## config.mk

```make
export PLATFORM = sky130hd
export DESIGN_NAME = keypad_entry_display
export DESIGN_NICKNAME = d
export VERILOG_FILES = /design/src/rtl/keypad_entry_display_pkg.sv /design/src/rtl/keypad_entry_display_key_debounce.sv /design/src/rtl/keypad_entry_display.sv
export SDC_FILE = /design/constraint.sdc
export NUM_CORES = 1
export LEC_CHECK = 0
export BUFFER_PORTS_ARGS = -buffer_cell sky130_fd_sc_hd__buf_4
export CORE_ASPECT_RATIO = 1.1
export CORE_MARGIN = 2
export CORE_UTILIZATION = 60
export CTS_BUF_LIST = sky130_fd_sc_hd__clkbuf_2
export CTS_CLUSTER_SIZE = 28
export DETAILED_ROUTE_END_ITERATION = 10
export PLACE_DENSITY = 0.89
export SLEW_MARGIN = 5
export SYNTH_ARGS = -nofsm -noshare
export SYNTH_HDL_FRONTEND = slang
export SYNTH_HIERARCHICAL = 1
export SYNTH_SLANG_ARGS = --single-unit
```

## constraint.sdc

```tcl
create_clock -name clk -period 4.95 [get_ports clk]
set_input_delay 0.495 -clock clk [delete_from_list [all_inputs] [get_ports clk]]
set_output_delay 0.495 -clock clk [all_outputs]
set_load 0.01 [all_outputs]
```

## src/rtl/keypad_entry_display_pkg.sv

```systemverilog
// Shared key codes and the digit-to-seven-segment encoding used by the keypad entry display.
package keypad_entry_display_pkg;

    localparam logic [3:0] KEY_STAR = 4'd10;
    localparam logic [3:0] KEY_HASH = 4'd11;

    // Segment order is {g,f,e,d,c,b,a}, active high.
    function automatic logic [6:0] seg7(input logic [3:0] digit);
        case (digit)
            4'd0:    seg7 = 7'b0111111;
            4'd1:    seg7 = 7'b0000110;
            4'd2:    seg7 = 7'b1011011;
            4'd3:    seg7 = 7'b1001111;
            4'd4:    seg7 = 7'b1100110;
            4'd5:    seg7 = 7'b1101101;
            4'd6:    seg7 = 7'b1111101;
            4'd7:    seg7 = 7'b0000111;
            4'd8:    seg7 = 7'b1111111;
            4'd9:    seg7 = 7'b1101111;
            default: seg7 = 7'b0000000;
        endcase
    endfunction

endpackage

```

## src/rtl/keypad_entry_display_key_debounce.sv

```systemverilog
// Two-flop synchronizer plus one-shot debouncer: emits one key code pulse per clean press,
// then waits for a clean all-released interval before it will accept another key.
module key_debounce #(
    parameter int DEBOUNCE_CYCLES = 1000
) (
    input  logic        clk,
    input  logic        rst,
    input  logic [11:0] keypad_in,
    output logic [3:0]  key_code,
    output logic        key_valid
);

    localparam int RW = $clog2(DEBOUNCE_CYCLES + 1);

    logic [11:0]   sync1;
    logic [11:0]   sync2;
    logic [11:0]   sample;
    logic [RW-1:0] run;
    logic          armed;
    logic          stable;
    logic          one_hot;
    logic          idle;

    function automatic logic [3:0] onehot_to_code(input logic [11:0] v);
        logic [3:0] c;
        c = 4'd0;
        for (int i = 0; i < 12; i++) begin
            if (v[i]) c = 4'(i);
        end
        return c;
    endfunction

    // run counts how many consecutive cycles sample has held its current value (saturating).
    assign stable  = (run == RW'(DEBOUNCE_CYCLES));
    assign one_hot = (sample != 12'd0) && ((sample & (sample - 12'd1)) == 12'd0);
    assign idle    = (sample == 12'd0);

    always_ff @(posedge clk) begin
        if (!rst) begin
            sync1     <= '0;
            sync2     <= '0;
            sample    <= '0;
            run       <= '0;
            armed     <= 1'b1;
            key_code  <= '0;
            key_valid <= 1'b0;
        end else begin
            // NOTE: non-blocking assignments let the flop chain shift one stage per clock.
            sync1 <= keypad_in;
            sync2 <= sync1;
            sample <= sync2;
            if (sync2 != sample) begin
                run <= RW'(1);
            end else if (!stable) begin
                run <= run + 1'b1;
            end

            key_valid <= 1'b0;
            if (armed && stable && one_hot) begin
                key_valid <= 1'b1;
                key_code  <= onehot_to_code(sample);
                armed     <= 1'b0;
            end else if (!armed && stable && idle) begin
                armed <= 1'b1;
            end
        end
    end

endmodule

```

## src/rtl/keypad_entry_display.sv

```systemverilog
// Keypad digit entry buffer with backspace/clear and a time-multiplexed seven-segment display.
module keypad_entry_display
    import keypad_entry_display_pkg::*;
#(
    parameter int NUM_DIGITS      = 8,
    parameter int DEBOUNCE_CYCLES = 1000,
    parameter int SCAN_DIV        = 5000,
    parameter int OVERFLOW_MODE   = 0
) (
    input  logic                              clk,
    input  logic                              rst,
    input  logic [11:0]                       keypad_in,
    output logic [6:0]                        seg_display,
    output logic [NUM_DIGITS-1:0]             array_en,
    output logic                              key_valid,
    output logic [$clog2(NUM_DIGITS+1)-1:0]   digit_count,
    output logic                              full
);

    localparam int CW = $clog2(NUM_DIGITS + 1);
    localparam int IW = $clog2(NUM_DIGITS);
    localparam int SW = $clog2(SCAN_DIV + 1);
    localparam logic [NUM_DIGITS-1:0] EN_ONE = {{(NUM_DIGITS-1){1'b0}}, 1'b1};

    logic [3:0]    key_code;
    logic [3:0]    digits [NUM_DIGITS];
    logic [CW-1:0] count;
    logic [SW-1:0] scan_cnt;
    logic [IW-1:0] scan_idx;
    logic [6:0]    seg_next;
    logic          at_max;

    key_debounce #(
        .DEBOUNCE_CYCLES(DEBOUNCE_CYCLES)
    ) u_key_debounce (
        .clk      (clk),
        .rst      (rst),
        .keypad_in(keypad_in),
        .key_code (key_code),
        .key_valid(key_valid)
    );

    assign at_max      = (count == CW'(NUM_DIGITS));
    assign full        = at_max;
    assign digit_count = count;

    // Position 0 is the newest digit; backspace pulls everything down one slot.
    always_ff @(posedge clk) begin
        if (!rst) begin
            // NOTE: the buffer is reset explicitly so cleared positions always read back as 0.
            for (int i = 0; i < NUM_DIGITS; i++) digits[i] <= 4'd0;
            count <= '0;
        end else if (key_valid) begin
            if (key_code == KEY_HASH) begin
                for (int i = 0; i < NUM_DIGITS; i++) digits[i] <= 4'd0;
                count <= '0;
            end else if (key_code == KEY_STAR) begin
                if (count != '0) begin
                    for (int i = 0; i < NUM_DIGITS - 1; i++) digits[i] <= digits[i+1];
                    digits[NUM_DIGITS-1] <= 4'd0;
                    count <= count - 1'b1;
                end
            end else if (!at_max || OVERFLOW_MODE == 1) begin
                for (int i = NUM_DIGITS - 1; i > 0; i--) digits[i] <= digits[i-1];
                digits[0] <= key_code;
                if (!at_max) count <= count + 1'b1;
            end
        end
    end

    always_comb begin
        // NOTE: default first so every path assigns seg_next and no latch is inferred.
        seg_next = 7'b0000000;
        if (CW'(scan_idx) < count) seg_next = seg7(digits[scan_idx]);
    end

    always_ff @(posedge clk) begin
        if (!rst) begin
            scan_cnt    <= '0;
            scan_idx    <= '0;
            array_en    <= '1;
            seg_display <= 7'b0000000;
        end else begin
            if (scan_cnt == SW'(SCAN_DIV - 1)) begin
                scan_cnt <= '0;
                scan_idx <= (scan_idx == IW'(NUM_DIGITS - 1)) ? '0 : scan_idx + 1'b1;
            end else begin
                scan_cnt <= scan_cnt + 1'b1;
            end
            array_en    <= ~(EN_ONE << scan_idx);
            seg_display <= seg_next;
        end
    end

endmodule

```

; After elaboration in Yosys (flattened, before gate mapping)
; Memory sizes are Yosys's and may differ from the RTL's. A register that Yosys moved wholly into a read port is not among the register bits.
; Cells that the tools add are included.
[totals]
word_cells = 139
ramBits = 32
rom_bits = 112
register_bits = 80
output_inout_bits = 21
n_memories = 2
input_bits = 14
[classes]
shift = 1
add_sub_neg = 6
bitwise = 27
order_cmp = 1
n_reduce_logical = 16
muxes = 64
eq_ne = 10
[memory_table]
columns = name, words, width, read_ports, rd_clocked_by_memory_dff, write_ports, line_no
row1 = (no name shown), 16, 7, 1, 1, 0, keypad_entry_display_pkg.sv:9  ; case (digit)
row2 = digits, 8, 4, 9, 1, 8, keypad_entry_display.sv:26  ; logic [3:0] digits [NUM_DIGITS];
[op_table]
columns = op, n
row1 = 2-to-1 mux 4 bit, 32
row2 = logical NOT 12 bit, 2
row3 = OR 1 bit, 24
row4 = 2-to-1 mux 1 bit, 23
row5 = 2-to-1 mux 3 bit, 7
row6 = adder 13 x 1 -> 13 bit (second input constant), 1
row7 = equality test 13 bit (second input constant), 1
row8 = AND 12 bit, 1
row9 = equality test 4 bit (second input constant), 3
row10 = inequality test 12 bit, 1
row11 = nonzero test 12 bit, 1
row12 = subtractor 12 x 1 -> 12 bit (second input constant), 1
row13 = adder 10 x 1 -> 10 bit (second input constant), 1
row14 = equality test 10 bit (second input constant), 1
row15 = inverter 8 bit, 1
row16 = << shifter 1 x 3 -> 8 bit (first input constant), 1
row17 = logical AND 1 bit, 5
row18 = adder 4 x 1 -> 4 bit (second input constant), 1
row19 = less-than comparator 3 x 4 -> 1 bit, 1
row20 = 2-to-1 mux 2 bit, 2
row21 = nonzero test 4 bit, 1
row22 = OR reduction 2 bit, 2
row23 = subtractor 4 x 1 -> 4 bit (second input constant), 1
row24 = adder 3 x 1 -> 3 bit (second input constant), 1
row25 = other kinds (9), 10

; Longest topological paths before layout
; Gate-level depths: netlist of run 1.
[logic_depth]
ltp_word = 11
mapped_depth = 8
depth_no_buf = 7

; By module
; Netlist of run 1, hierarchy kept.
[by_module_without_submodules]
columns = module, area_each_um2, instances, seq_area_each_um2, cells_per_inst
row1 = keypad_entry_display, 3363.2, 1, 1721.7, 319
row2 = key_debounce, 2070.7, 1, 1041.0, 210

; Worst setup path after synthesis of run 1
; No wires, ideal clock.
[synth_path]
path_kind = register -> register
from = reg (tool-made name)
to = reg seg_display[0]
setup_ps = 71
period_less_slack_ps = 1987
required_ps = 4879
slack_ps = 2963
n_path_buf = 1
arrival_ps = 1916
stages_incl_launch_ff = 9
path_cell_list = dfxtp_1 > buf_6 > mux4_1 > mux2i_1 > inv_1 > ha_1 > mux2i_1 > nand2_1 > a21oi_1
[synth_lines]
columns = item, line_no
row1 = end: declaration, keypad_entry_display.sv:13  ; output logic [6:0] seg_display,

; Worst setup path after layout of run 1
[layout_path]
from = reg count[2] (netlist: digit_count[2])
to = out full
[layout_between]
elab_chain_cells = 1
[layout_rtl]
columns = item, line_no
row1 = start: declaration, keypad_entry_display.sv:27  ; logic [CW-1:0] count;
row2 = start signal: assignment, keypad_entry_display.sv:61  ; count <= count - 1'b1;
row3 = start signal: assignment, keypad_entry_display.sv:66  ; if (!at_max) count <= count + 1'b1;
row4 = equality test 4 bit, keypad_entry_display.sv:43  ; assign at_max = (count == CW'(NUM_DIGITS));
row5 = end: declaration, keypad_entry_display.sv:17  ; output logic full
; Every way passes these cells.

==> results_tabular.tex, run 1 <==
\begin{tabular}{lr}
\hline
Metric & Value \\
\hline
\multicolumn{2}{l}{\textbf{Synth}} \\
Number of register bits inferred by synthesis & 122 \\
Most instantiated cells after synthesis & 90 x sky130\_fd\_sc\_hd\_\_dfxtp\_1, 68 x sky130\_fd\_sc\_hd\_\_nand2\_1, 42 x sky130\_fd\_sc\_hd\_\_and2\_1 \\
Most used flip-flop cell after synthesis & sky130\_fd\_sc\_hd\_\_dfxtp\_1 \\
Proportion of netlist area held by the largest area contributor & 33.2\% \\
Library cell occupying the most area in the post-synthesis netlist & sky130\_fd\_sc\_hd\_\_dfxtp\_1 \\
Syn\_nets & 562 \\
Number of warning messages in the yosys log & 6 \\
Number of enable flip-flop cells after synthesis & 32 \\
Gate count after technology mapping & 529 \\
Post-synth ARST share & 0\% \\
Library cells used by synthesis & 54 \\
Fraction of the yosys area taken by sequential cells & 50.8\% \\
Top-count cell post-synth & sky130\_fd\_sc\_hd\_\_dfxtp\_1 \\
Post-synth design cell area & 5430 um\^{}2 \\
Syn\_area\_per\_cell & 10.3 um\^{}2 \\
Largest cells by area after synthesis & sky130\_fd\_sc\_hd\_\_dfxtp\_1 33\%, sky130\_fd\_sc\_hd\_\_edfxtp\_1 18\%, sky130\_fd\_sc\_hd\_\_and2\_1 4.8\% \\
\multicolumn{2}{l}{\textbf{STA}} \\
Final critical delay including setup and external delays & 2.55 ns \\
Period utilization & 51.5\% \\
Worst Tran Pin Value & 0.913 ns \\
Number of max-slew violations in the final report & 0 \\
Final setup slack of the worst path & 2.40 ns \\
Slew headroom & 38.3\% \\
Upper clock frequency limit & 0.392 GHz \\
Worst setup skew after layout & 0.0283 ns \\
Setup\_tns & 0 ns \\
Number of endpoints with negative hold slack in the final report & 0 \\
Finish-stage setup viols & 0 \\
Unrepaired setup endpoints after global routing & false \\
\multicolumn{2}{l}{\textbf{Global route}} \\
Global-route wire length before repair & 17,800 um \\
Total congestion overflow after global routing & 0 \\
Aggregate global-route resource usage & 23.1\% \\
Via count of the first global-routing pass & 3,911 \\
Antenna violations before repair & 0 \\
Maximum number of pins on one net before global-route repair & 63 \\
\multicolumn{2}{l}{\textbf{Setup path}} \\
Maximum cell stage delay along the critical path & 0.46 ns \\
Crit Path Category & reg -> out \\
Crit path cell chain & or3\_1, nor2\_1, buf\_4 \\
Number of buffer and inverter stages on the critical path & 1 \\
Data required time of the critical path & 4.45 ns \\
Crit end category & output pin \\
Crit-path max FO & 5 \\
Largest delay contributor family on the critical path & simple AND/OR/NAND/NOR gates \\
Data arrival time of the critical path & 2.05 ns \\
Startpoint types & register \\
Crit-path slowest cell & sky130\_fd\_sc\_hd\_\_or3\_1 \\
\multicolumn{2}{l}{\textbf{Placed design}} \\
Final estimated routing congestion in global placement & 0.898 \\
Total of buffers placed on input and output ports & 34 \\
\# placed instances & 655 \\
Cell Area, Placed & 5740 um\^{}2 \\
Placement Setup Slack & 2.60 ns \\
Detailed placer's ending HPWL & 7470 um \\
\multicolumn{2}{l}{\textbf{Cells and area}} \\
Share of layout cells above drive strength 1 & 14.4\% \\
Area of all placed cells without fillers & 6060 um\^{}2 \\
Fin nets & 603 \\
\# diodes & 0 \\
Cell Count, Final, Fillers Out & 697 \\
P\&R area growth vs syn & 11.6\% \\
Final design utilization & 68.7\% \\
\multicolumn{2}{l}{\textbf{CTS}} \\
CTS root buffer & sky130\_fd\_sc\_hd\_\_clkbuf\_2 \\
Number of levels the H-tree was split into & 4 \\
Clock latency on the worst-skew pair & 0.69 ns \\
Number of CTS-inserted buffers & 17 \\
Clock tree buffer depth & 2 \\
CTS resizes & 0 \\
CTS tree & yes \\
Number of clock sinks & 122 \\
Clk slew on worst S/H paths & 0.19 ns \\
\multicolumn{2}{l}{\textbf{Status}} \\
Run status & finished, final reports clean \\
\multicolumn{2}{l}{\textbf{Drt}} \\
Number of design-rule violations left by the first detailed-router iteration & 343 \\
Detailed-route wire length & 10,800 um \\
Via count & 4,033 \\
Post-DRT Antenna Nets & 0 \\
Drt drc & 0 \\
Average wire per standard cell & 15.5 um \\
Initial DRT Pass Iterations & 7 \\
Number of vias per cell & 5.79 \\
\multicolumn{2}{l}{\textbf{Min path}} \\
Type of the tightest min-delay check & in -> reg \\
\multicolumn{2}{l}{\textbf{Floorplan}} \\
Boundary Pins & 35 \\
Core box area & 8830 um\^{}2 \\
Number of core rows & 36 \\
Horizontal extent of the die & 94.7 um \\
Die ar. & 9830 um\^{}2 \\
Effective utilization at floorplan & 61.6\% \\
Die extent in y & 104 um \\
\multicolumn{2}{l}{\textbf{Job}} \\
Count of maximum capacitance violations & 0 \\
\multicolumn{2}{l}{\textbf{Power}} \\
Power density relative to cell area & 296 nW/um\^{}2 \\
Leakage & 2.36 nW \\
Worst vdd rail ir drop & 0.189 mV \\
\hline
\end{tabular}
-- sequential cells by signal, summed over array words and instances, names as in the netlist, named ones only --
signal                    flops
u_key_debounce/armed          1
seg_display                   7
u_key_debounce/sample        12
u_key_debounce/sync1         12
scan_idx                      3
digits                       32
u_key_debounce/key_valid      1
u_key_debounce/key_code       4
u_key_debounce/sync2         12
scan_cnt                     13
array_en                      8
digit_count                   4
u_key_debounce/run           10
-- cell usage in the layout, fill, tap and decap left out, types with 5 or more instances in the layout --
cell / synthesis / layout
sky130_fd_sc_hd__and2_1: 42 / 42
sky130_fd_sc_hd__nand3_1: 15 / 15
sky130_fd_sc_hd__a31oi_1: 5 / 5
sky130_fd_sc_hd__nand4_1: 8 / 8
sky130_fd_sc_hd__buf_4: 0 / 36
sky130_fd_sc_hd__and3_1: 5 / 5
sky130_fd_sc_hd__ha_1: 19 / 19
sky130_fd_sc_hd__nor4_1: 6 / 6
sky130_fd_sc_hd__xnor2_1: 21 / 21
sky130_fd_sc_hd__dlygate4sd3_1: 0 / 10
sky130_fd_sc_hd__clkbuf_2: 0 / 19
sky130_fd_sc_hd__a21oi_1: 30 / 30
sky130_fd_sc_hd__nor3_1: 7 / 6
sky130_fd_sc_hd__a22o_1: 9 / 9
sky130_fd_sc_hd__dfxtp_1: 90 / 90
sky130_fd_sc_hd__o21ai_0: 9 / 9
sky130_fd_sc_hd__xor2_1: 14 / 14
sky130_fd_sc_hd__nor2_1: 36 / 36
sky130_fd_sc_hd__mux2i_1: 9 / 9
sky130_fd_sc_hd__nand2_1: 68 / 68
sky130_fd_sc_hd__inv_1: 16 / 16
sky130_fd_sc_hd__edfxtp_1: 32 / 32
-- cell families (layout without fill, tap and decap cells) --
family	Yosys count	after routing	synth area share, %
buffers and inverters	40	94	3.15
DFF	122	122	50.8
and+or+nand+nor	212	212	20.0
adders and majority gates	19	19	4.37
xor gates and xnor gates	35	35	5.64
muxes	20	20	6.36
AOI/OAI and AO/OA	81	81	9.62
-- routing by layer --
| layer | share of wire (%) | GRT usage, % | wire length, um |
|---|---|---|---|
| met1 | 39 | 25.5 | 4240 |
| met4 | 2.1 | 8.59 | 223 |
| met2 | 54 | 41.9 | 5840 |
| met3 | 4.8 | 5.75 | 524 |
| met5 | 0 | 0 | 0 |
-- path summary, 6_finish.rpt --
path | from | endpoint | slack [ns] | cells past startpoint
worst max-delay path | digit_count[2] | full | 2.40 | 3
worst min-delay path | keypad_in[2] | u_key_debounce/sync1[2] | 0.02 | 2
worst max register to register | register | seg_display[6] | 2.51 | 7
worst min register to register | u_key_debounce/sync1[8] | u_key_debounce/sync2[8] | 0.45 | 1
-- timing repair --
| action | 4_1_cts | 5_1_grt |
|---|---|---|
| hold buffers | 9 | 1 |
| hold endpoints to repair | 9 | 1 |
| buffers inserted | 0 | 0 |
| endpoints found under the setup margin | 0 | 0 |
-- cell type report --
class | count | area [um^2]
inverter | 16 | 60.1
clock inverter | 13 | 126
clock buffer | 19 | 95.1
sequential | 122 | 2760
timing repair buffer | 46 | 370
multi-input combinational | 367 | 2500
tap | 114 | 143
fill | 661 | 2770
-- where the power goes --
part / switching (mW) / internal [mW] / total (mW)
Clock: 0.372 / 0.232 / 0.603
Sequential: 0.0230 / 1.05 / 1.07
Combinational: 0.0594 / 0.0560 / 0.115
Total: 0.454 / 1.34 / 1.79
-- metrics by stage --
step	power (mW)	hold WS, ns
floorplan	1.16	0.412
global placement	1.20	0.414
detailed placement	1.20	0.419
CTS	1.80	0.000427
global route	1.85	0.00847
finish	1.79	0.0225
Note: power is estimated with default switching activity, not from simulation.
==> inputs of run 2 (changes only) <==
Clock period 4.95 ns to 2.6 ns, I/O delays scaled along.
==> run 2 against run 1 <==
  * Worst hold slack improved by 0.10 ns
  * Sequential share of layout area shrank 0.37 points
  * Wire length down 2.0%
  * Critical path depth increased by 4
  * Core utilization grew 0.57 points
  * Combinational power grew 91%
  * Setup slack worse by 2.2 ns
  * Cell count up 0.86%
  * Die area did not move
  * Clock skew down 0.0087 ns
  * Critical path type is now reg -> reg
==> results_tabular.tex, run 2 (same netlist as run 1, synthesis figures left out) <==
\begin{tabular}{lr}
\hline
Metric & Value \\
\hline
\multicolumn{2}{l}{\textbf{Drt}} \\
Average wire per standard cell & 15.1 um (-2.9\%) \\
Drt drc & 0 (unchanged) \\
Detailed-route wire length & 10,600 um (-2.0\%) \\
Via count & 3,982 (-1.3\%) \\
Number of vias per cell & 5.66 (-2.1\%) \\
Post-DRT Antenna Nets & 0 (unchanged) \\
Number of design-rule violations left by the first detailed-router iteration & 327 (-4.7\%) \\
Initial DRT Pass Iterations & 6 (-1) \\
\multicolumn{2}{l}{\textbf{Placed design}} \\
Placement Setup Slack & 0.235 ns (-2.36 ns) \\
Total of buffers placed on input and output ports & 34 (unchanged) \\
Final estimated routing congestion in global placement & 0.879 (-2.1\%) \\
Detailed placer's ending HPWL & 7510 um (+0.57\%) \\
Cell Area, Placed & 5770 um\^{}2 (+0.52\%) \\
\multicolumn{2}{l}{\textbf{CTS}} \\
CTS root buffer & sky130\_fd\_sc\_hd\_\_clkbuf\_2 \\
Clk slew on worst S/H paths & 0.20 ns (about the same) \\
Number of levels the H-tree was split into & 4 (unchanged) \\
Hold-fix buffers, CTS & 12 (+3) \\
CTS tree & yes \\
CTS resizes & 0 (unchanged) \\
Clock tree buffer depth & 2 (unchanged) \\
Post-CTS repair timing setup buffer count & 0 (unchanged) \\
Number of clock sinks & 122 (unchanged) \\
Number of CTS-inserted buffers & 17 (unchanged) \\
Clock latency on the worst-skew pair & 0.66 ns (-0.03 ns) \\
\multicolumn{2}{l}{\textbf{Setup path}} \\
Worst reg2reg setup slack & 0.21 ns (-2.30 ns) \\
Number of buffer and inverter stages on the critical path & 1 (unchanged) \\
Endpoint of the worst setup timing path & seg\_display[3] \\
R2r worst-path depth & 7 (unchanged) \\
Data arrival time of the critical path & 3.00 ns (+0.95 ns) \\
Crit end category & register \\
Startpoint types & register \\
Logic depth of the worst path, buffers included & 7 (+4) \\
Crit-path slowest cell & sky130\_fd\_sc\_hd\_\_mux4\_1 \\
Crit-path max FO & 7 (+2) \\
Maximum cell stage delay along the critical path & 0.61 ns (+0.15 ns) \\
Crit Path Category & reg -> reg \\
Data required time of the critical path & 3.21 ns (-1.24 ns) \\
Worst reg2reg path endpoint & seg\_display[3] \\
Most frequent CP cell & sky130\_fd\_sc\_hd\_\_mux2i\_1 \\
Crit path cell chain & mux4\_1, mux2i\_1, inv\_1, ha\_1, mux2i\_1, nand2\_1, a21oi\_1 \\
Largest delay contributor family on the critical path & multiplexers \\
\multicolumn{2}{l}{\textbf{STA}} \\
Final critical delay including setup and external delays & 2.39 ns \\
Number of max-slew violations in the final report & 0 (unchanged) \\
Worst Tran Pin Value & 0.715 ns (-0.198 ns) \\
Worst setup skew after layout & 0.0196 ns (-0.00873 ns) \\
Unrepaired setup endpoints after global routing & false \\
Slew headroom & 52.1\% (+14 points) \\
Number of endpoints with negative hold slack in the final report & 0 (unchanged) \\
Upper clock frequency limit & 0.418 GHz \\
Finish-stage setup viols & 0 (unchanged) \\
Setup\_tns & 0 ns (unchanged) \\
Minimum hold slack & 0.125 ns (+0.103 ns) \\
Period utilization & 92.0\% \\
Final setup slack of the worst path & 0.208 ns (-2.19 ns) \\
\multicolumn{2}{l}{\textbf{Global route}} \\
Global-route wire length before repair & 18,000 um (+1.2\%) \\
Total congestion overflow after global routing & 0 (unchanged) \\
Via count of the first global-routing pass & 4,023 (+2.9\%) \\
Aggregate global-route resource usage & 23.2\% (+0.11 points) \\
Maximum number of pins on one net before global-route repair & 62 (-1.6\%) \\
Antenna violations before repair & 0 (unchanged) \\
\multicolumn{2}{l}{\textbf{Cells and area}} \\
Most frequent cells in the layout & 90 x sky130\_fd\_sc\_hd\_\_dfxtp\_1, 68 x sky130\_fd\_sc\_hd\_\_nand2\_1, 42 x sky130\_fd\_sc\_hd\_\_and2\_1, 40 x sky130\_fd\_sc\_hd\_\_buf\_4, 36 x sky130\_fd\_sc\_hd\_\_nor2\_1 \\
Register with the most flip-flops & digits \\
Commonest non-fill, non-tap cell in the layout & sky130\_fd\_sc\_hd\_\_dfxtp\_1 \\
Share of layout cells above drive strength 1 & 15.1\% (+0.70 points) \\
Largest registers in the final layout & digits x32, scan\_cnt x13 \\
Area of all placed cells without fillers & 6110 um\^{}2 (+0.83\%) \\
Fin nets & 609 (+1.0\%) \\
Largest register FFs & 32 (unchanged) \\
P\&R area growth vs syn & 12.5\% \\
\# diodes & 0 (unchanged) \\
\multicolumn{2}{l}{\textbf{Power}} \\
Switching power summed over all nets & 0.908 mW (+100\%) \\
Power density relative to cell area & 553 nW/um\^{}2 (+87\%) \\
Cell-internal power & 2.47 mW (+85\%) \\
Fraction of power consumed by the clock network & 32.9\% (-0.8 points) \\
Relative contribution of combinational cells to total power & 6.5\% (about the same) \\
Fraction of power consumed by sequential logic & 60.5\% (+0.6 points) \\
Switching fraction of total power & 26.9\% (+1.6 points) \\
Leakage & 2.37 nW (+0.43\%) \\
Worst vdd rail ir drop & 0.403 mV (+110\%) \\
\multicolumn{2}{l}{\textbf{Floorplan}} \\
Die extent in y & 104 um (unchanged) \\
Effective utilization at floorplan & 61.6\% (unchanged) \\
Core box area & 8830 um\^{}2 (unchanged) \\
Die ar. & 9830 um\^{}2 (unchanged) \\
Number of core rows & 36 (unchanged) \\
Boundary Pins & 35 (unchanged) \\
Horizontal extent of the die & 94.7 um (unchanged) \\
\multicolumn{2}{l}{\textbf{Job}} \\
Count of maximum capacitance violations & 0 (unchanged) \\
\multicolumn{2}{l}{\textbf{Min path}} \\
Type of the tightest min-delay check & in -> reg \\
Startpoint of the most critical hold path & rst \\
\multicolumn{2}{l}{\textbf{Status}} \\
Run status & finished, final reports clean \\
\hline
\end{tabular}
==> run 2: cell type report <==
cell class	count	area (um^2)
inverters	16	60.1
well taps	114	143
clock buffers	17	85.1
fillers	668	2720
repair buffers	52	420
clock inverters	15	136
multi-input cells	367	2500
flip-flops and latches	122	2760
==> run 2: power groups by stage <==
stage / sequential (mW) / clock, mW / combinational, mW
after detailed placement: 2.08 / 0 / 0.205
final: 2.05 / 1.11 / 0.220
after global routing: 2.05 / 1.23 / 0.245
after global placement: 2.08 / 0 / 0.197
after floorplan: 2.07 / 0 / 0.150
after CTS: 2.04 / 1.14 / 0.220
==> run 2: worst min path at each step <==
stage                                         end  slack [ns]  cells past startpoint
after floorplan           u_key_debounce/sync1[0]        0.39                      1
after global placement    u_key_debounce/sync2[5]        0.41                      1
after detailed placement  u_key_debounce/sync2[5]        0.42                      1
after CTS                             array_en[3]        0.09                      3
after global routing                  array_en[7]        0.11                      3
final                                 array_en[7]        0.13                      3
==> run 2: metrics by stage <==
stage	cells	power [mW]	utilization, %
floorplan	529	2.22	-
global placement	659	2.28	65.4
detailed placement	659	2.29	65.4
CTS	703	3.41	69.2
global route	703	3.53	69.2
finish	703	3.38	69.2
==> run 2: routing by layer <==
metal	GRT usage, %	wire length, um	up-vias
li1	-	-	1948
met3	5.82	415	23
met2	42.2	5750	113
met1	25.4	4210	1898
met5	0	0	-
met4	8.80	229	0
==> run 2: worst register-to-register path, stage by stage, from the launching register on <==
cell,delay [ns]
sky130_fd_sc_hd__dfxtp_1,0.59
sky130_fd_sc_hd__mux4_1,0.61
sky130_fd_sc_hd__mux2i_1,0.40
sky130_fd_sc_hd__inv_1,0.12
sky130_fd_sc_hd__ha_1,0.24
sky130_fd_sc_hd__mux2i_1,0.16
sky130_fd_sc_hd__nand2_1,0.07
sky130_fd_sc_hd__a21oi_1,0.17
==> inputs of run 3 (changes only) <==
Settings changed: CORE_MARGIN 2 to unset, HOLD_SLACK_MARGIN set to 0.1, SYNTH_HIERARCHICAL 1 to unset.
==> run 3 against run 2 <==
  * Sequential power barely moved
  * Final area rose by 0.29%
  * Synthesized cell count fell by 9.5%
  * Worst hold slack improved by 0.20 ns
  * Register-to-register slack improved by 0.04 ns
  * Area after synthesis fell by 3.9%
  * Core utilization rose by 3.7 points
  * Wire length fell by 0.16%
  * Clock power rose by 31%
  * Flip-flop and latch count did not move
  * Largest cell class unchanged
==> results_tabular.tex, run 3 <==
\begin{tabular}{lr}
\hline
Metric & Value \\
\hline
\multicolumn{2}{l}{\textbf{STA}} \\
Upper clock frequency limit & 0.426 GHz (+1.8\%) \\
Number of endpoints with negative hold slack in the final report & 0 (unchanged) \\
Final critical delay including setup and external delays & 2.35 ns (-0.0427 ns) \\
Worst Tran Pin Value & 0.635 ns (-0.0805 ns) \\
Unrepaired setup endpoints after global routing & false \\
Worst setup skew after layout & 0.0254 ns (+0.00584 ns) \\
Setup\_tns & 0 ns (unchanged) \\
Slew headroom & 57.4\% (+5.3 points) \\
Finish-stage setup viols & 0 (unchanged) \\
Period utilization & 90.4\% (-1.6 points) \\
Number of max-slew violations in the final report & 0 (unchanged) \\
\multicolumn{2}{l}{\textbf{Setup path}} \\
Most frequent CP cell & sky130\_fd\_sc\_hd\_\_mux2i\_1 \\
Crit-path slowest cell & sky130\_fd\_sc\_hd\_\_dfxtp\_1 \\
Crit end category & register \\
Maximum cell stage delay along the critical path & 0.57 ns (-0.04 ns) \\
Worst reg2reg setup slack & 0.25 ns (+0.04 ns) \\
Crit-path max FO & 6 (-1) \\
Crit path cell chain & mux4\_2, mux2i\_1, inv\_1, ha\_1, mux2i\_1, nand2\_1, a21oi\_1 \\
R2r worst-path depth & 7 (unchanged) \\
Worst reg2reg path endpoint & seg\_display[0] \\
Startpoint types & register \\
Endpoint of the worst setup timing path & seg\_display[0] \\
Data arrival time of the critical path & 2.95 ns (-0.05 ns) \\
Crit Path Category & reg -> reg \\
Data required time of the critical path & 3.21 ns (about the same) \\
\multicolumn{2}{l}{\textbf{Power}} \\
Switching power summed over all nets & 0.930 mW (+2.4\%) \\
Relative contribution of combinational cells to total power & 5.2\% (-1.3 points) \\
Power density relative to cell area & 602 nW/um\^{}2 (+8.9\%) \\
Fraction of power consumed by the clock network & 39.2\% (+6.3 points) \\
Fraction of power consumed by sequential logic & 55.5\% (-5.0 points) \\
Worst vdd rail ir drop & 0.490 mV (+22\%) \\
Cell-internal power & 2.76 mW (+12\%) \\
Switching fraction of total power & 25.2\% (-1.7 points) \\
Leakage & 2.42 nW (+2.0\%) \\
\multicolumn{2}{l}{\textbf{Placed design}} \\
Final estimated routing congestion in global placement & 0.864 (-1.7\%) \\
Total of buffers placed on input and output ports & 34 (unchanged) \\
Cell Area, Placed & 5600 um\^{}2 (-2.9\%) \\
Detailed placer's ending HPWL & 6650 um (-12\%) \\
\# placed instances & 612 (-7.1\%) \\
\multicolumn{2}{l}{\textbf{CTS}} \\
Clock latency on the worst-skew pair & 0.68 ns (+0.02 ns) \\
Number of clock sinks & 122 (unchanged) \\
Number of levels the H-tree was split into & 4 (unchanged) \\
CTS root buffer & sky130\_fd\_sc\_hd\_\_clkbuf\_2 \\
Clk slew on worst S/H paths & 0.21 ns (about the same) \\
Number of CTS-inserted buffers & 17 (unchanged) \\
CTS tree & yes \\
CTS resizes & 0 (unchanged) \\
Clock tree buffer depth & 2 (unchanged) \\
\multicolumn{2}{l}{\textbf{Floorplan}} \\
Core box area & 8410 um\^{}2 (-4.8\%) \\
Boundary Pins & 35 (unchanged) \\
Number of core rows & 35 (-2.8\%) \\
Horizontal extent of the die & 91.0 um (-4.0\%) \\
Die ar. & 9080 um\^{}2 (-7.7\%) \\
Die extent in y & 99.9 um (-3.8\%) \\
Effective utilization at floorplan & 62.1\% (+0.56 points) \\
\multicolumn{2}{l}{\textbf{Min path}} \\
Hold Crit Depth & 3 (unchanged) \\
Type of the tightest min-delay check & in -> reg \\
\multicolumn{2}{l}{\textbf{Cells and area}} \\
Largest register FFs & 32 (unchanged) \\
Most frequent cells in the layout & 90 x sky130\_fd\_sc\_hd\_\_dfxtp\_1, 48 x sky130\_fd\_sc\_hd\_\_and2\_1, 41 x sky130\_fd\_sc\_hd\_\_buf\_4, 38 x sky130\_fd\_sc\_hd\_\_nor2\_1, 32 x sky130\_fd\_sc\_hd\_\_edfxtp\_1 \\
\# diodes & 0 (unchanged) \\
Share of layout cells above drive strength 1 & 15.3\% (+0.18 points) \\
\# fillers & 579 (-13\%) \\
Area of all placed cells without fillers & 6130 um\^{}2 (+0.29\%) \\
Commonest non-fill, non-tap cell in the layout & sky130\_fd\_sc\_hd\_\_dfxtp\_1 \\
Fin nets & 577 (-5.3\%) \\
Register with the most flip-flops & digits \\
Final design utilization & 72.9\% (+3.7 points) \\
Largest registers in the final layout & digits x32, scan\_cnt x13 \\
Cell Count, Final, Fillers Out & 667 (-5.1\%) \\
P\&R area growth vs syn & 17.4\% \\
\multicolumn{2}{l}{\textbf{Synth}} \\
Gate count after technology mapping & 479 (-9.5\%) \\
Library cell occupying the most area in the post-synthesis netlist & sky130\_fd\_sc\_hd\_\_dfxtp\_1 \\
Library cells used by synthesis & 48 (-11\%) \\
Largest cells by area after synthesis & sky130\_fd\_sc\_hd\_\_dfxtp\_1 34\%, sky130\_fd\_sc\_hd\_\_edfxtp\_1 18\%, sky130\_fd\_sc\_hd\_\_and2\_1 5.7\% \\
Proportion of netlist area held by the largest area contributor & 34.5\% (+1.3 points) \\
Syn\_area\_per\_cell & 10.9 um\^{}2 (+6.1\%) \\
Number of register bits inferred by synthesis & 122 (unchanged) \\
Post-synth ARST share & 0\% (unchanged) \\
Fraction of the yosys area taken by sequential cells & 52.9\% (+2.1 points) \\
Top-count cell post-synth & sky130\_fd\_sc\_hd\_\_dfxtp\_1 \\
Post-synth design cell area & 5220 um\^{}2 (-3.9\%) \\
Most used flip-flop cell after synthesis & sky130\_fd\_sc\_hd\_\_dfxtp\_1 \\
Number of warning messages in the yosys log & 0 (-6) \\
Syn\_nets & 513 (-8.7\%) \\
Most instantiated cells after synthesis & 90 x sky130\_fd\_sc\_hd\_\_dfxtp\_1, 48 x sky130\_fd\_sc\_hd\_\_and2\_1, 38 x sky130\_fd\_sc\_hd\_\_nor2\_1 \\
Number of enable flip-flop cells after synthesis & 32 (unchanged) \\
\multicolumn{2}{l}{\textbf{Global route}} \\
Aggregate global-route resource usage & 24.9\% (+1.7 points) \\
Via count of the first global-routing pass & 3,799 (-5.6\%) \\
Maximum number of pins on one net before global-route repair & 71 (+15\%) \\
Antenna violations before repair & 0 (unchanged) \\
Global-route wire length before repair & 17,500 um (-2.9\%) \\
Total congestion overflow after global routing & 0 (unchanged) \\
\multicolumn{2}{l}{\textbf{Job}} \\
Count of maximum capacitance violations & 0 (unchanged) \\
\multicolumn{2}{l}{\textbf{Drt}} \\
Initial DRT Pass Iterations & 6 (unchanged) \\
Number of vias per cell & 5.67 (+0.18\%) \\
Wire length on met2 & 5550 um (-3.5\%) \\
Met3 Routed Length & 538 um (+30\%) \\
Average wire per standard cell & 15.9 um (+5.2\%) \\
Post-DRT Antenna Nets & 0 (unchanged) \\
Drt drc & 0 (unchanged) \\
Number of design-rule violations left by the first detailed-router iteration & 292 (-11\%) \\
Met1 Routed Length & 4300 um (+2.1\%) \\
Via count & 3,785 (-4.9\%) \\
Detailed-route wire length & 10,600 um (-0.16\%) \\
Top sig layer & met4 \\
\multicolumn{2}{l}{\textbf{Status}} \\
Run status & finished, final reports clean \\
\hline
\end{tabular}
[run 3: changes by cell type after synthesis, moves of 6 or more]
cell                      delta
sky130_fd_sc_hd__a22o_1     +19
sky130_fd_sc_hd__and2_1      +6
sky130_fd_sc_hd__a21oi_1    -19
sky130_fd_sc_hd__nand2_1    -39
[run 3: stage by stage]
step | setup slack (ns) | power, mW | hold WS, ns
after global placement | 0.436 | 2.24 | 0.415
after global routing | 0.0596 | 3.83 | 0.265
after CTS | 0.262 | 3.69 | 0.323
final | 0.251 | 3.69 | 0.322
after detailed placement | 0.311 | 2.24 | 0.418
after floorplan | 0.331 | 2.19 | 0.387
[run 3: cells by family (layout without fill, tap and decap cells)]
group	count (synthesis)	count (layout)	share of synthesized area, %
AOI/OAI and AO/OA	70	70	9.75
xor gates and xnor gates	33	33	5.53
adders and majority gates	21	21	5.13
buffers and inverters	37	114	2.68
DFF	122	122	52.9
muxes	22	22	6.23
and+or+nand+nor	174	174	17.8
[run 3: worst min-delay path by stage]
stage,startpoint,endpoint
2_1_floorplan,keypad_in[0],u_key_debounce.sync1[0]
3_3_place_gp,u_key_debounce.sync1[6],u_key_debounce.sync2[6]
3_5_place_dp,u_key_debounce.sync1[3],u_key_debounce.sync2[3]
4_1_cts,keypad_in[0],u_key_debounce.sync1[0]
5_1_grt,keypad_in[0],u_key_debounce.sync1[0]
6_report,keypad_in[0],u_key_debounce.sync1[0]
[run 3: critical path, delay by kind of cell, from the launching register on]
family          cells  cell delay [ns]
compound gates      1             0.15
flops               1             0.57
buf+inv             1             0.12
mux                 3             1.11
fa+ha+maj           1             0.24
simple gates        1             0.08
[run 3: repair_timing]
item,4_1_cts,5_1_grt
hold buffers,23,0
endpoints found under the hold margin,48,0
buffers inserted,0,0
[run 3: area by class of cell]
cell class | count | area (um^2) | share of cell area (%)
clock buffer | 17 | 85.1 | 1.39
clock inverter | 15 | 213 | 3.47
inverter | 18 | 67.6 | 1.10
multi-input combinational | 320 | 2320 | 37.9
sequential | 122 | 2760 | 45.1
tap | 111 | 139 | 2.27
timing repair buffer | 64 | 538 | 8.78
[run 3: metal layers]
layer  track usage [%]  up-vias
met5                 0        -
met4              8.91        0
met3              8.26       24
met2              44.5      116
met1              27.9     1826
li1                  -     1819
[run 3: power by group through the flow]
stage	Combinational, mW	Clock [mW]	Sequential (mW)
2_1_floorplan	0.122	0	2.07
3_3_place_gp	0.153	0	2.08
3_5_place_dp	0.160	0	2.08
4_1_cts	0.188	1.45	2.05
5_1_grt	0.214	1.56	2.06
6_report	0.194	1.45	2.05
